## src/rtl/test.sv

```systemverilog
// Parameterised 2-read / 1-write register bank with combinational reads and async active-high clear.
// Define WR_BYPASS_EN to forward the in-flight write data to a read port addressing the written register.
module test #(
  parameter int unsigned DATA_W = 16,
  parameter int unsigned ADDR_W = 3
) (
  input  logic              clk,
  input  logic              rst,
  input  logic              wr_en,
  input  logic [ADDR_W-1:0] wr_reg,
  input  logic [DATA_W-1:0] wr_data,
  input  logic [ADDR_W-1:0] r_reg1,
  input  logic [ADDR_W-1:0] r_reg2,
  output logic [DATA_W-1:0] r_data1,
  output logic [DATA_W-1:0] r_data2
);

  localparam int unsigned NUM_REGS = 1 << ADDR_W;

  logic [DATA_W-1:0] regs [NUM_REGS];

  // Storage: whole bank clears while rst is high; one register loads per write edge
  always_ff @(posedge clk or posedge rst) begin
    if (rst) begin
      for (int i = 0; i < int'(NUM_REGS); i++) begin
        regs[i] <= '0;
      end
    end else if (wr_en) begin
      regs[wr_reg] <= wr_data;
    end
  end

  // Read ports
  always_comb begin
    r_data1 = regs[r_reg1];
    r_data2 = regs[r_reg2];
`ifdef WR_BYPASS_EN
    if (wr_en && !rst && (r_reg1 == wr_reg)) r_data1 = wr_data;
    if (wr_en && !rst && (r_reg2 == wr_reg)) r_data2 = wr_data;
`endif
  end

endmodule

```

## config.mk

```make
export PLATFORM = sky130hd
export DESIGN_NAME = test
export DESIGN_NICKNAME = d
export VERILOG_FILES = /design/src/rtl/test.sv
export SDC_FILE = /design/constraint.sdc
export NUM_CORES = 1
export LEC_CHECK = 0
export CORE_MARGIN = 1
export CORE_UTILIZATION = 35
export DETAILED_ROUTE_END_ITERATION = 12
export GPL_TIMING_DRIVEN = 0
export PLACE_DENSITY = 0.59
export SLEW_MARGIN = 25
export SYNTH_ARGS = -nofsm -noshare
export SYNTH_HDL_FRONTEND = slang
export SYNTH_SLANG_ARGS = --single-unit
```

## constraint.sdc

```tcl
create_clock -name clk -period 4.4 [get_ports clk]
set_input_delay 0.66 -clock clk [delete_from_list [all_inputs] [get_ports clk]]
set_output_delay 0.66 -clock clk [all_outputs]
set_load 0.02 [all_outputs]
```

==> results.py <==
metrics = {
    "global_routing": {
        "grt_usage_pct": 18.6,
        "antenna_found_initial": 0,
        "grt_max_degree": 67,
        "grt_pass1_wl_um": 27000,
        "overflow": 0,
        "grt_pass1_vias": 4428,
    },
    "timing": {
        "rsz0062_at_grt": "no",
        "relSlewSlack_pct": 40.5,
        "fmax_mhz": 303,
        "period_minus_slack_ps": 3300,
        "min_period_over_period_pct": 74.9,
        "skew_ps": 0,
        "worst_slew_pin_slew_ps": 892,
        "maxSlewViolCount": 0,
        "setup_viol": 0,
        "hold_viol_final": 0,
    },
    "detailed_routing": {
        "via_per_inst": 5.47,
        "ant_nets": 0,
        "firstDrtPassIters": 4,
        "drt_iter0_markers": 172,
        "avgRoutedWirePerCell_um": 23.5,
        "drc": 0,
        "vias": 4062,
        "routed_wl_um": 17500,
    },
    "clock_tree": {
        "insertion_delay_ps": 430,
        "cts_made_buffers": 17,
        "cts_resized": 0,
        "post-cts-setup-buffers": 0,
        "clkSlewWorstSetupHoldPaths_ps": 60,
        "clock-root-buffer": "clkbuf_16",
        "cts_tree": "yes",
        "clock_sinks": 128,
        "cts_max_path_buffers": 2,
        "hold_buffers": 0,
        "cts_htree_levels": 4,
    },
    "floorplanning": {
        "fp.dieH_um": 144,
        "rows": 51,
        "initial_core_util_pct": 35.9,
        "ios": 60,
        "die_x_um": 144,
        "fp.dieArea_sq_um": 20700,
        "core_sq_um": 19600,
    },
    "layout": {
        "antenna_cells": 0,
        "final_nets": 493,
        "area_growth_pct": 20.7,
        "largest_register_ffs": 128,
        "stdcell_count": 743,
        "final_cell_mix": "mux2_2 (150), dfrtp_1 (128), clkdlybuf4s50_1 (49), mux4_1 (46), mux4_2 (18)",
        "regMostFlops": "regs",
        "finalInstanceArea_sq_um": 8490,
        "layout_commonest_cell": "mux2_2",
        "layout-drive-gt1-share_pct": 49.8,
        "largest_registers": "regs x128",
    },
    "worst_setup_path": {
        "startpoint_type": "input port",
        "crit_arrival_ps": 2640,
        "r2r-start": "regs[120]$_DFFE_PP0P_",
        "endpoint_kind": "primary output",
        "cp_max_fo": 10,
        "required_ps": 3740,
        "crit_path_end": "r_data2[6]",
        "r2r_setup_slack_ps": 3600,
        "worst_r2r_endpoint": "regs[120]$_DFFE_PP0P_",
        "worstRegToRegCells": 1,
        "startpoint": "r_reg2[1]",
        "crit_type": "input port to primary output",
    },
    "pwr": {
        "p_leak_nw": 3.55,
        "pwr_density_cell_nw_per_um2": 484,
        "peakVddDrop_v": 0.000283,
    },
    "logic_synthesis": {
        "ys_ff_latch": 128,
        "synthesis.nets": 424,
        "yosysWarningCount": 0,
        "ys_seq_area_share_pct": 45.5,
        "syn_inst": 396,
        "netlist-cell-type-count": 16,
        "synth.avg_cell_area_sq_um": 17.8,
        "netlist_area_sq_um": 7040,
    },
    "placement": {
        "gp_congestion": 0.745,
        "dp_cells": 711,
        "postPlaceCellArea_sq_um": 7890,
        "hpwl_um": 11400,
        "portBuffers": 49,
    },
    "hold_path": {
        "hp-class": "flip-flop to flip-flop",
    },
    "status": {
        "status": "completed",
    },
    "flow_run": {
        "maxCapViolations": 0,
    },
}
==> metal layers <==
layer / vias up / global-route usage [%] / share of wire, %
li1: 1743 / - / -
met1: 2210 / 23.5 / 45
met2: 86 / 31.5 / 50
met3: 23 / 3.70 / 2.9
met4: 0 / 7.22 / 1.9
met5: - / 0 / 0
==> worst max-delay path, cell delays in order <==
cell and delay [ps]:
clkbuf_2 260, buf_1 710, mux2_2 440, clkdlybuf4s50_1 550
==> how the worst min path moves through the flow <==
stage	from	endpoint	slack [ps]	cells after the start
global route	regs[119]$_DFFE_PP0P_	regs[119]$_DFFE_PP0P_	530	1
floorplan	regs[112]$_DFFE_PP0P_	regs[112]$_DFFE_PP0P_	470	1
global placement	regs[116]$_DFFE_PP0P_	regs[116]$_DFFE_PP0P_	470	1
CTS	regs[115]$_DFFE_PP0P_	regs[115]$_DFFE_PP0P_	500	1
detailed placement	regs[116]$_DFFE_PP0P_	regs[116]$_DFFE_PP0P_	490	1
finish	regs[115]$_DFFE_PP0P_	regs[115]$_DFFE_PP0P_	500	1
==> metrics by stage <==
| stage | hold WS [ps] | utilization, % | power (W) | setup slack [ps] | TNS (ps) |
|---|---|---|---|---|---|
| finish | 499 | 43.3 | 0.00411 | 1100 | 0 |
| floorplan | 465 | - | 0.00232 | 327 | 0 |
| detailed placement | 490 | 40.3 | 0.00271 | 1080 | 0 |
| global route | 525 | 43.3 | 0.00431 | 1060 | 0 |
| CTS | 503 | 43.3 | 0.00416 | 1070 | 0 |
| global placement | 475 | 40.1 | 0.00266 | -1450 | -183530 |
==> synthesized netlist by cell type, drive strengths merged <==
master  number  share of area (%)
mux4        64                 23
buf         33                4.2
clkbuf       2               0.14
nand4b       3               0.64
inv          1              0.053
dfrtp      128                 46
nand4        1               0.18
nor4bb       3               0.43
nor4b        1               0.34
mux2       160                 26
==> logic make-up (layout without fill, tap and decap cells) <==
family / count (synthesis) / after routing / share of synthesized area, %
AND/OR/NAND/NOR: 8 / 8 / 1.58
multiplexers: 224 / 224 / 48.5
buffers and inverters: 36 / 118 / 4.36
flip-flops: 128 / 128 / 45.5
==> where the power goes <==
group	switching (W)	leakage, nW	total [W]	internal (W)
Clock	0.000516	0.289	0.00143	0.000914
Sequential	0.000173	1.54	0.00161	0.00144
Combinational	0.000407	1.73	0.00107	0.000661
Total	0.00110	3.55	0.00411	0.00301
==> area by class of cell <==
| class | count | area [sq um] |
|---|---|---|
| plain buffers | 35 | 303 |
| clock buffers | 21 | 460 |
| clock inverters | 11 | 138 |
| fillers | 1794 | 11100 |
| inverters | 1 | 11.3 |
| multi-input cells | 232 | 3530 |
| flip-flops and latches | 128 | 3200 |
| well taps | 265 | 332 |
| repair buffers | 50 | 518 |
Note: power is estimated with default switching activity, not from simulation.
==> edit 1: new RTL, same flow settings <==
`ADDR_W`: 3 -> 4.
--- a/src/rtl/test.sv
+++ b/src/rtl/test.sv
@@ -4,3 +4,3 @@
   parameter int unsigned DATA_W = 16,
-  parameter int unsigned ADDR_W = 3
+  parameter int unsigned ADDR_W = 4
 ) (
Ports: changed (resized r_reg1, r_reg2 and wr_reg); port bits go from 60 to 63. No check against the original RTL was run, so the function may have changed too.
==> edit 1 against the unedited design <==
Count of clock-buffer cells in the layout is 24 higher. Sequential cell count rose by 128. Area after synthesis is 92% higher. Final area increased by 87%. Register-to-register slack about the same. Critical path depth is 3 higher. Worst setup slack got worse by 1100 ps. Power grew 86%. Routed wire length grew 130%. Synthesized cell count grew 120%. Largest power group unchanged.
==> edit 1: results (changes against the unedited design) <==
[status]
outcome=completed  ; unchanged

[timing]
tightest_slew_ps=1064  ; was 892.2 ps
fin_skew_ps=0  ; unchanged

[global_routing]
grt_pass1_vias=8793  ; was 4,428
grt_use_total=0.2088  ; was 0.1863
antenna_found_initial=1  ; was 0
grt_max_degree=32  ; was 67
grt_pass1_wl_microns=59480  ; was 26,980 microns

[cts]
clock_latency_ps=540  ; was 430 ps
cts_buffers=29  ; was 17
htreeDepth=1  ; was 4
ctsLongestPathBuffers=3  ; was 2
clk_pin_slew_worst_paths_ps=60  ; about the same
clockRootBuffer=clkbuf_16  ; unchanged
post_cts_buffers=0  ; unchanged

[yosys]
ys_warn_count=0  ; unchanged
synth_nets=883  ; was 424
synthTopCellsByCount=dfrtp_1, mux2_2, mux4_2, a22oi_1, buf_2  ; was mux2_2, dfrtp_1, mux4_1, mux4_2, buf_2
synth.area.top_cells=dfrtp_1, mux4_2, mux2_2, a22oi_1, mux2_4  ; was dfrtp_1, mux2_2, mux4_1, mux4_2, mux2_1
synth.distinct_cells=29  ; was 16
ys.flop_type=dfrtp_1  ; unchanged
synthArstFlopShare=1.000  ; unchanged
seq_area_frac_synth=0.4750  ; was 0.4552

[final_layout]
reg.largest.list=regs x256  ; was regs x128
diodes=0  ; unchanged
layout-drive-gt1-share=0.5103  ; was 0.4979
nNetsFinal=981  ; was 493
regMostFlops=regs  ; unchanged
fillers=3449  ; was 1,794

[power_and_ir_drop]
p_leak_nw=6.556  ; was 3.554 nW
ir_drop_uv=246.0  ; was 283.3 uV

[placed_design]
dp_hpwl_microns=26720  ; was 11,430 microns
finalWeightedCongestion=0.7973  ; was 0.7447
pre_cts_ws_ps=62.24  ; was 1085 ps
io_buffers=57  ; was 49

[drt]
drtIter0Drc=591  ; was 172
wl_per_cell_microns=26.61  ; was 23.49 microns
drt_first_pass_iters=5  ; was 4
vias=8391  ; was 4,062

[setup_path]
path_max_fanout=10  ; unchanged
cp.arrival_ps=3720  ; was 2640 ps

[worst_hold_path]
worstHoldPathType=in -> async  ; was reg -> reg

[edit 1: cell count changes in the layout (fill, tap and decap cells not counted), moves of 26 or more]
cell | before | now
clkbuf_1 | 2 | 28
mux2_2 | 150 | 231
a22oi_1 | 0 | 64
mux4_1 | 46 | 0
buf_2 | 11 | 44
mux4_2 | 18 | 128
nand2_1 | 0 | 34
dfrtp_1 | 128 | 256
[edit 1: worst paths after layout]
check,endpoint,cells past startpoint,slack [ps],start
max,r_data2[7],7,20,r_reg2[3]
min,regs[238],2,440,rst
max reg2reg,regs[85],1,3590,regs[85]
min reg2reg,regs[95],1,520,regs[95]
max in group asynchronous,regs[22],6,2910,rst
min in group clk,regs[95],1,520,regs[95]
[edit 1: cell type report]
cell class | instances | area [sq um] | area share
multi-input cells | 514 | 6674 | 0.4193
flip-flops and latches | 256 | 6406 | 0.4025
clock buffers | 45 | 895.9 | 0.05628
repair buffers | 67 | 793.3 | 0.04984
well taps | 511 | 639.4 | 0.04017
plain buffers | 81 | 416.7 | 0.02618
clock inverters | 6 | 83.83 | 0.005267
inverters | 1 | 7.507 | 0.0004717
[edit 1: what timing repair did]
item / 4_1_cts / 5_1_grt
endpoints found under the setup margin: 0 / 7
endpoints found under the hold margin: 0 / 0
gates resized for setup: 0 / 5
[edit 1: power breakdown]
part,switching (W),total [W],internal (W)
sequential,0.000389,0.00330,0.00291
clock,0.000973,0.00247,0.00150
combinational,0.000715,0.00186,0.00115
[edit 1: layer usage]
metal / vias up / wire, microns / track usage
met3: 56 / 2691 / 0.04531
li1: 3540 / - / -
met5: - / 8 / 0
met2: 283 / 18690 / 0.3323
met4: 2 / 975 / 0.05283
met1: 4510 / 17050 / 0.2891
[edit 1: cell families after synthesis]
group,Yosys count,share of synthesized area
buffers and inverters,82,0.03024
multiplexers,384,0.4330
AND/OR/NAND/NOR,66,0.02616
AO/OA/AOI/OAI,64,0.03562
flip-flops,256,0.4750
[edit 1: worst max-delay path, stage by stage]
cell	delay (ps)
clkdlybuf4s50_1	520
nor2b_1	140
clkbuf_1	540
clkdlybuf4s15_1	820
a22oi_1	280
nand2_1	140
clkdlybuf4s50_1	610
[edit 1: metrics by stage]
stage	area, sq um	instances
final	15920	1481
after global routing	15920	1481
after CTS	15900	1481
after detailed placement	14920	1430
after global placement	14700	1420
after floorplan	13490	852
==> edit 2: new RTL, config.mk and constraints unchanged <==
Made on the original files. The option `WR_BYPASS_EN` is turned on by a define.
--- a/src/rtl/test.sv
+++ b/src/rtl/test.sv
@@ -2,2 +2,4 @@
 // Define WR_BYPASS_EN to forward the in-flight write data to a read port addressing the written register.
+`define WR_BYPASS_EN
+
 module test #(
Function: changed (a bounded check fails within 4 cycles, from zero or initial values and one cycle with rst high).
==> edit 2 against the unedited design <==
Non-clock buffer count is 1 lower. Area after synthesis is 5.6% higher. Sequential cell count stayed put. Via count is 8.9% higher. Final cell count is 6.2% higher. Critical path depth is 2 higher. Worst setup slack worse by 680 ps. First-iteration DRC count is 59% higher. Count of clock-buffer cells in the layout is 6 higher. Register-to-register slack hardly changed. Routed wire length is 14% higher. Final area is 2.6% higher. Synthesized cell count is 15% higher. Power is 2.0% higher.
==> edit 2: results (changes against the unedited design) <==
[yosys]
seq_area_frac_synth=0.4310  ; was 0.4552
synth.area.top_cells=dfrtp_1, mux2_2, mux4_2, mux4_1, mux2_1  ; was dfrtp_1, mux2_2, mux4_1, mux4_2, mux2_1
syn_inst=454  ; was 396
synth.distinct_cells=23  ; was 16
synthTopCellsByCount=mux2_2, dfrtp_1, mux2_1, mux4_2, mux4_1  ; was mux2_2, dfrtp_1, mux4_1, mux4_2, buf_2
synth_nets=482  ; was 424

[global_routing]
grt_use_total=0.1973  ; was 0.1863
grt_pass1_wl_microns=31060  ; was 26,980 microns
grt_max_degree=101  ; was 67
grt_pass1_vias=5051  ; was 4,428

[final_layout]
fillers=1887  ; was 1,794
fin_cells=789  ; was 743
nNetsFinal=535  ; was 493
layout-drive-gt1-share=0.4933  ; was 0.4979

[drt]
vias=4425  ; was 4,062
wirelength_microns=19960  ; was 17,450 microns
drtIter0Drc=273  ; was 172

[power_and_ir_drop]
ir_drop_uv=297.3  ; was 283.3 uV
p_switching_w=0.001149  ; was 0.001095 W
p_leak_nw=3.571  ; was 3.554 nW
pg_comb_w=0.00118  ; was 0.00107 W
seq_power_share=0.387  ; was 0.392

[placed_design]
dpl.cell_count=758  ; was 711
finalWeightedCongestion=0.7664  ; was 0.7447
dp_hpwl_microns=12740  ; was 11,430 microns
io_buffers=33  ; was 49
pre_cts_ws_ps=381.6  ; was 1085 ps

[status]
outcome=completed  ; unchanged

[timing]
relSlewSlack=0.3449  ; was 0.4052

-- edit 2: kinds of logic (layout without fill, tap and decap cells) --
family	after synthesis	count (layout)	synth area share
xor gates and xnor gates	6	6	0.007071
and+or+nand+nor	13	13	0.01515
buffers and inverters	51	116	0.04680
DFF	128	128	0.4310
muxes	256	256	0.5000
-- edit 2: final cells by class --
class,instances,share of cell area
multi-input cells,275,0.4453
clock inverters,4,0.005455
plain buffers,50,0.03948
inverters,1,0.001292
well taps,270,0.03876
clock buffers,27,0.06115
flip-flops and latches,128,0.3675
repair buffers,34,0.04106
-- edit 2: per-stage QoR --
step                      power [W]  hold WS [ps]  utilization  instance area, sq um
after floorplan            0.002430         463.5            -                  7432
after global placement     0.002766         476.8       0.3952                  8100
after detailed placement   0.002822         488.9       0.3969                  8135
after CTS                  0.004226         502.0       0.4253                  8716
after global routing       0.004400         520.4       0.4253                  8716
final                      0.004190         499.9       0.4253                  8716
-- edit 2: worst paths after layout --
kind,start,slack [ps],cells past startpoint,to
max in group asynchronous,rst,2960,3,regs[116]
setup / recovery,rst,420,6,r_data1[6]
min in group asynchronous,rst,660,2,regs[77]
hold reg to reg,regs[96],500,1,regs[96]
hold / removal,regs[96],500,1,regs[96]
setup reg to reg,regs[88],3590,1,regs[88]
-- edit 2: metal layers --
layer  global-route usage  share of wire
met5                    0              0
met4              0.05928          0.017
met3              0.04259          0.052
met2               0.3193           0.49
met1               0.2656           0.44
-- edit 2: worst max-delay path: stages --
cell,delay [ps]
clkdlybuf4s50_1,540
nor2b_1,230
nand4_1,580
buf_6,410
mux2_2,270
clkdlybuf4s50_1,610
